**src/rtl/dmem_write_buffer.sv**
```systemverilog
// Posted-write buffer between the D-cache store path and data memory.
// Drains stores in order with a one-cycle gap between mem_wen pulses; forwards pending data to reads.
module dmem_write_buffer #(
  parameter int DEPTH = 4,
  parameter int AW    = 30,
  parameter int DW    = 32
) (
  input  logic                   clk,
  input  logic                   rst,
  input  logic                   in_valid,
  input  logic [AW-1:0]          in_addr,
  input  logic [DW-1:0]          in_data,
  output logic                   in_ready,
  output logic                   mem_wen,
  output logic [AW-1:0]          mem_addr,
  output logic [DW-1:0]          mem_wdata,
  input  logic                   mem_ready,
  input  logic [AW-1:0]          rd_addr,
  output logic                   rd_hit,
  output logic [DW-1:0]          rd_data,
  output logic                   empty,
  output logic [$clog2(DEPTH):0] count
);

  // state | meaning
  // IDLE  | nothing being written, waiting for a pending entry
  // WRITE | mem_wen high, head entry presented until mem_ready
  // GAP   | mem_wen low for one cycle so every store is a distinct pulse
  typedef enum logic [1:0] {IDLE, WRITE, GAP} state_t;

  localparam int PW = $clog2(DEPTH);
  localparam int CW = PW + 1;
  localparam logic [CW-1:0] FULL_CNT = CW'(DEPTH);

  state_t        state;
  logic [PW-1:0] wr_ptr;
  logic [PW-1:0] rd_ptr;
  logic [PW-1:0] idx;
  logic [AW-1:0] buf_addr [DEPTH];
  logic [DW-1:0] buf_data [DEPTH];
  logic          push;
  logic          pop;

  assign in_ready = (count != FULL_CNT);
  assign push     = in_valid & in_ready;
  assign pop      = mem_wen & mem_ready;
  assign empty    = (count == '0) && (state == IDLE);

  // Entry storage needs no reset: validity is tracked by count and pointers.
  always_ff @(posedge clk) begin
    if (push) begin
      buf_addr[wr_ptr] <= in_addr;
      buf_data[wr_ptr] <= in_data;
    end
  end

  always_ff @(posedge clk or negedge rst) begin
    if (!rst) begin
      wr_ptr    <= '0;
      rd_ptr    <= '0;
      count     <= '0;
      state     <= IDLE;
      mem_wen   <= 1'b0;
      mem_addr  <= '0;
      mem_wdata <= '0;
    end else begin
      if (push) wr_ptr <= wr_ptr + 1'b1;
      if (pop)  rd_ptr <= rd_ptr + 1'b1;
      if (push && !pop)      count <= count + 1'b1;
      else if (pop && !push) count <= count - 1'b1;

      case (state)
        IDLE: begin
          if (count != '0) begin
            state     <= WRITE;
            mem_wen   <= 1'b1;
            mem_addr  <= buf_addr[rd_ptr];
            mem_wdata <= buf_data[rd_ptr];
          end
        end
        WRITE: begin
          if (mem_ready) begin
            state   <= GAP;
            mem_wen <= 1'b0;
          end
        end
        GAP: begin
          // rd_ptr and count already reflect the pop of the previous cycle
          if (count != '0) begin
            state     <= WRITE;
            mem_wen   <= 1'b1;
            mem_addr  <= buf_addr[rd_ptr];
            mem_wdata <= buf_data[rd_ptr];
          end else begin
            state <= IDLE;
          end
        end
        default: begin
          state   <= IDLE;
          mem_wen <= 1'b0;
        end
      endcase
    end
  end

  // Scan oldest to youngest so the youngest match wins.
  always_comb begin
    rd_hit  = 1'b0;
    rd_data = '0;
    idx     = '0;
    for (int k = 0; k < DEPTH; k++) begin
      idx = rd_ptr + PW'(k);
      if ((CW'(k) < count) && (buf_addr[idx] == rd_addr)) begin
        rd_hit  = 1'b1;
        rd_data = buf_data[idx];
      end
    end
  end

endmodule

```
**config.mk**
```make
export PLATFORM = sky130hd
export DESIGN_NAME = dmem_write_buffer
export DESIGN_NICKNAME = d
export VERILOG_FILES = /design/src/rtl/dmem_write_buffer.sv
export SDC_FILE = /design/constraint.sdc
export NUM_CORES = 1
export LEC_CHECK = 0
export ABC_AREA = 1
export CAP_MARGIN = 20
export CORE_MARGIN = 2
export CORE_UTILIZATION = 40
export DETAILED_ROUTE_END_ITERATION = 10
export HOLD_SLACK_MARGIN = 0.03
export SLEW_MARGIN = 10
export SYNTH_ARGS = -nofsm -noshare
export SYNTH_HDL_FRONTEND = slang
export SYNTH_SLANG_ARGS = --single-unit
```
**constraint.sdc**
```tcl
create_clock -name clk -period 6.5 [get_ports clk]
set_clock_uncertainty 0.15 [all_clocks]
set_input_delay 1.625 -clock clk [delete_from_list [all_inputs] [get_ports clk]]
set_output_delay 1.625 -clock clk [all_outputs]
set_load 0.05 [all_outputs]
```
; ---- Word level (Yosys, flattened, before mapping)
; Memories as Yosys holds them, arrays and structs flattened.
; Index checks and enable logic that the tools add are counted.
[word_totals]
n_memories = 2
reg_bits = 72
mem_bits_rw = 248
input_bits = 96
elab_cells = 67
[memory_table]
columns = memory, depth, word_bits, rd, rd_clocked_by_memory_dff, write_ports, line_no
row1 = buf_data, 4, 32, 4, 0, 1, 40  ; logic [DW-1:0] buf_data [DEPTH];
row2 = buf_addr, 4, 30, 4, 0, 1, 39  ; logic [AW-1:0] buf_addr [DEPTH];
[classes]
n_reduce_logical = 17
n_mux = 19
eq_ne = 10
order_cmp = 4
add_sub_neg = 6
bitwise_logic = 2
[ops]
columns = operator, n
row1 = $mux 32, 4
row2 = $eq 30x30->1, 4
row3 = $mux 1, 9
row4 = $logic_and 1x1->1, 7
row5 = $lt 1x3->1 const A, 2
row6 = $lt 2x3->1 const A, 2
row7 = $mux 3, 2
row8 = $pmux 2 s3, 1
row9 = $reduce_and 2->1, 3
row10 = $add 2x1->2 const B, 2
row11 = $add 2x2->2 const B, 2
row12 = $mux 2, 2
row13 = $ne 2x1->1 const B, 2
row14 = $add 3x1->3 const B, 1
row15 = $logic_not 3->1, 1
row16 = $ne 3x3->1 const B, 1
row17 = $reduce_bool 3->1, 1
row18 = $sub 3x1->3 const B, 1
row19 = $and 1x1->1, 2
row20 = $eq 2x1->1 const B, 1
row21 = $eq 2x2->1 const B, 1
row22 = $logic_not 1->1, 2
row23 = $logic_not 2->1, 1
row24 = $ne 2x2->1 const B, 1
row25 = other kinds (3), 3

; ---- Longest topological paths before layout
; An unclocked memory read counts as a cell.
[depth]
word_depth = 7
mapped_depth = 22

; ---- Least setup slack after synthesis
; No wires, ideal clock.
[synth_path]
path_kind = input-to-output
from = input rd_addr[22]
to = output rd_data[11]
setup_slack_ps = 1442
path_buffers = 3
required_time_ps = 4725
t_arrival_ps = 3283
path_stages = 17
path_cell_list = clkbuf_1 inv_1 nand3_1 nand2_1 inv_1 nand2_1 nor2_1 nand2_1 nor2_2 buf_4 buf_4 nand3_1 nand2_1 nand2_1 nand2_1 nand2_1 nand2_1
[synth_between]
elab_chain_cells = 6
word_cells_on_any_way = 12
cone_classes = 4 x eq/ne / 4 x mux / 4 x reduce/logical
[synth_lines]
columns = element, line_no
row1 = "start, declared", 18  ; input logic [AW-1:0] rd_addr,
row2 = $eq 30x30->1, 113  ; if ((CW'(k) < count) && (buf_addr[idx] == rd_addr)) begin
row3 = $logic_and 1x1->1, 113
row4 = $mux 32 (3 in series), 113
row5 = $mux 32 *, 113
row6 = "end, declared", 20  ; output logic [DW-1:0] rd_data,
; Every way passes the cells marked *; elsewhere a longest branch is shown, timed or not.

; ---- Worst setup path in the final report
[layout_path]
from = register rd_ptr[1]
to = output rd_data[14]
[layout_between]
elab_chain_cells = 7
word_cells_on_any_way = 17
cone_classes = 3 x add/sub / 4 x eq/ne / 4 x mux / 4 x reduce/logical / 2 x memory
[layout_lines]
columns = element, line_no
row1 = "start, declared", 37  ; logic [PW-1:0] rd_ptr;
row2 = "start signal, assigned", 68  ; if (pop) rd_ptr <= rd_ptr + 1'b1;
row3 = $add 2x1->2 or $mem_v2 4x30 (tied branches), n/a
row4 = $mem_v2 4x30 or $eq 30x30->1 (tied branches), n/a
row5 = $eq 30x30->1 or $logic_and 1x1->1 (tied branches), 113
row6 = $logic_and 1x1->1 or $mux 32 (tied branches), 113
row7 = $mux 32 (2 in series), 113
row8 = $mux 32 *, 113
; Marks and branches as above.

==> qor.json <==
{
  "drv_cap": {"value": 0},
  "outcome": {"value": "finished clean"},
  "clock_sink_count": {"value": 320},
  "core_area": {"value": 51100, "unit": "µm²"},
  "total_die_area": {"value": 53300, "unit": "µm²"},
  "post_synth_xor_xnor_area": {"value": 0.978, "unit": "%"},
  "final_common_cell": {"value": "nand2_1"},
  "achievable-frequency": {"value": 160, "unit": "MHz"},
  "setup.worst_path.end_class": {"value": "primary output"},
  "layout-drive-gt1-share": {"value": 4.93, "unit": "%"},
  "initial_antenna_violation_count": {"value": 4},
  "timing.final.crit_period": {"value": 6.24, "unit": "ns"},
  "post_synthesis_sequential_element_count": {"value": 320},
  "clk_latency": {"value": 0.57, "unit": "ns"},
  "setup_total_negative_slack": {"value": 0, "unit": "ns"},
  "tritoncts": {"value": "built"},
  "chipWidth": {"value": 231, "unit": "µm"},
  "grt_first_pass_wirelength": {"value": 106, "unit": "mm"},
  "grt_setup_unrepaired": {"value": "false"},
  "gp_congestion": {"value": 0.966},
  "post_synth_mux_area_share": {"value": 0, "unit": "%"},
  "power_density": {"value": 518, "unit": "nW/µm²"},
  "numPortBuffers": {"value": 196},
  "critPathRequiredTime": {"value": 4.72, "unit": "ns"},
  "ant_nets": {"value": 0},
  "final.setup.worst_slack": {"value": 0.259, "unit": "ns"},
  "synth_sequential_area_ratio": {"value": 44.9, "unit": "%"},
  "detailedRoute.firstIterationViolations": {"value": 1726},
  "clk_transition_reported_paths": {"value": 0.06, "unit": "ns"},
  "yosys.area_share.simple": {"value": 36.6, "unit": "%"},
  "vias_in_the_first_global_route": {"value": 18400},
  "most_instantiated_flip_flop_cell_in_the_synthesis_netlist": {"value": "edfxtp_1"},
  "timing.slew.headroom": {"value": 32.4, "unit": "%"},
  "cts_buffer_depth": {"value": 3},
  "final-max-slew-violation-count": {"value": 0},
  "grt_max_degree": {"value": 129},
  "startpoint_type": {"value": "register"},
  "initial_utilization": {"value": 40.3, "unit": "%"},
  "nets": {"value": 3240},
  "worst_pin_slew": {"value": 1.01, "unit": "ns"},
  "synth.distinct_cells": {"value": 30},
  "total_leakage_power": {"value": 11.9, "unit": "nW"},
  "holdCritPathClass": {"value": "register to register"},
  "cts_inserted_buffers": {"value": 39},
  "syn-mean-instance-area": {"value": 6.83, "unit": "µm²"},
  "final_hold_vios": {"value": 0},
  "dr.pass1.iters": {"value": 8},
  "final_util": {"value": 48.3, "unit": "%"},
  "count_of_mapped_cells_out_of_synthesis": {"value": 3017},
  "commonest_cells_after_routing_fill_and_taps_aside": {"value": "nand2_1 (1,651), edfxtp_1 (248), inv_1 (237)"},
  "synth-compound-area-share": {"value": 8.60, "unit": "%"},
  "residual_drc": {"value": 0},
  "wirelength": {"value": 70.5, "unit": "mm"},
  "mappedNetlistArea": {"value": 20600, "unit": "µm²"},
  "ys_warn_count": {"value": 0},
  "worst-path-max-fanout": {"value": 65},
  "grt_util_all_layers": {"value": 25.9, "unit": "%"},
  "syn2layout_area_growth": {"value": 19.8, "unit": "%"},
  "top_level_ports": {"value": 197},
  "synthesis.nets": {"value": 3122},
  "ir_worst_vdd": {"value": 326, "unit": "µV"},
  "synth_top_family_by_area": {"value": "simple AND/OR/NAND/NOR gates"},
  "synth-async-reset-ratio": {"value": 22.5, "unit": "%"},
  "ctsRootBufferMaster": {"value": "clkbuf_16"},
  "count_of_vias_placed_by_the_detailed_router": {"value": 20000},
  "global_route.overflow_total": {"value": 0},
  "cts-htree-levels": {"value": 2},
  "pre_cts_ws": {"value": 0.377, "unit": "ns"},
  "synth_enable_flop_cells": {"value": 248},
  "fraction_of_the_cycle_the_final_worst_path_needs": {"value": 96.0, "unit": "%"},
  "report.final.setup_viol": {"value": 0},
  "path_class": {"value": "register to primary output"},
  "cp_data_arrival_time": {"value": 4.47, "unit": "ns"},
  "detailed_place_hpwl": {"value": 49.2, "unit": "mm"},
  "synth-adder-area-share": {"value": 0.547, "unit": "%"},
  "vias_per_cell": {"value": 5.19},
  "rows": {"value": 83},
  "drt-wirelength-per-cell": {"value": 18.3, "unit": "µm"},
  "fillCellCount": {"value": 5062},
  "die_height": {"value": 231, "unit": "µm"}
}
[layout make-up]
class	count	area, µm²	share of cell area (%)
Multi-Input combinational cell	2296	9710	39.4
Tap cell	680	851	3.45
Clock buffer	59	1130	4.59
Inverter	249	943	3.82
Sequential cell	320	9260	37.5
Clock inverter	13	164	0.664
Timing Repair Buffer	229	2620	10.6
Antenna cell	2	5.00	0.0203
[power breakdown]
part	internal [mW]	switching [mW]
registers	2.79	0.337
clock network	1.30	0.906
logic	2.02	5.43
[final timing paths]
check / startpoint / depth (start not counted) / slack (ns) / end
worst min-delay path: mem_wdata[0] / 2 / 0.33 / mem_wdata[0]
worst max-delay path: rd_ptr[1] / 13 / 0.26 / rd_data[14]
min in group asynchronous: rst / 1 / 0.88 / state[1]
max in group asynchronous: rst / 2 / 4.30 / rd_ptr[0]
worst max register to register: count[0] / 10 / 3.22 / mem_addr[18]
worst min register to register: mem_wdata[0] / 2 / 0.33 / mem_wdata[0]
[flip-flops by register name (all words and copies together) (netlist names)]
register   cells
buf_data     128
buf_addr     120
mem_wdata     32
mem_addr      30
count          3
rd_ptr         2
state          2
wr_ptr         2
mem_wen        1
[Yosys cell counts (5+ instances only)]
cell	n	area, µm²
edfxtp_1	248	7450
clkbuf_1	57	214
dfrtp_1	72	1800
a21oi_1	40	200
ha_1	9	113
nand3_1	180	901
buf_1	18	67.6
o21ai_0	219	1100
nand2_2	5	31.3
buf_2	45	225
buf_4	28	210
nand2_1	1652	6200
o211ai_1	52	390
xor2_1	22	193
o21ai_1	11	55.1
nor2_1	87	327
buf_6	6	67.6
inv_1	238	893
inv_2	7	26.3
[repair_timing]
item	in CTS	in global routing
gates resized for setup	0	3
setup buffers	0	1
setup endpoints to repair	0	31
hold buffers	0	0
[through the flow]
| step | area, µm² | std cells | power, mW | hold WS [ns] |
|---|---|---|---|---|
| after detailed placement | 23300 | 3770 | 10.4 | 0.314 |
| after global routing | 24700 | 3847 | 13.8 | 0.349 |
| after floorplan | 20600 | 3017 | 8.20 | 0.331 |
| final | 24700 | 3848 | 12.8 | 0.327 |
| after CTS | 24600 | 3842 | 12.6 | 0.330 |
| after global placement | 23300 | 3770 | 10.3 | 0.313 |
[logic make-up (layout without fill, tap and decap cells)]
| kind of cell | after synthesis | after routing |
|---|---|---|
| AND/OR/NAND/NOR | 1936 | 1938 |
| buffers and inverters | 403 | 550 |
| AO/OA/AOI/OAI | 326 | 326 |
| flip-flops | 320 | 320 |
| XOR/XNOR | 23 | 23 |
| adder cells (fa/ha/maj) | 9 | 9 |
| other | 0 | 2 |
[critical path: stages, from the launching register on]
cell      delay [ns]
dfrtp_4         0.69
inv_4           0.19
nand2_1         0.47
nand2_4         0.34
o21ai_0         0.33
xor2_1          0.24
nand3_1         0.11
nor2_1          0.26
nand2_1         0.20
nor2_4          0.16
buf_12          0.29
o211ai_1        0.20
nand2_1         0.18
buf_12          0.15
[metal layers]
metal / vias up / global-route usage, % / part of all wire, %
met5: - / 0 / 0.058
met1: 9304 / 36.1 / 45
li1: 9798 / - / -
met4: 6 / 7.78 / 2.8
met3: 116 / 4.77 / 7.9
met2: 757 / 40.9 / 44
Power figures use the tool's default switching activity.
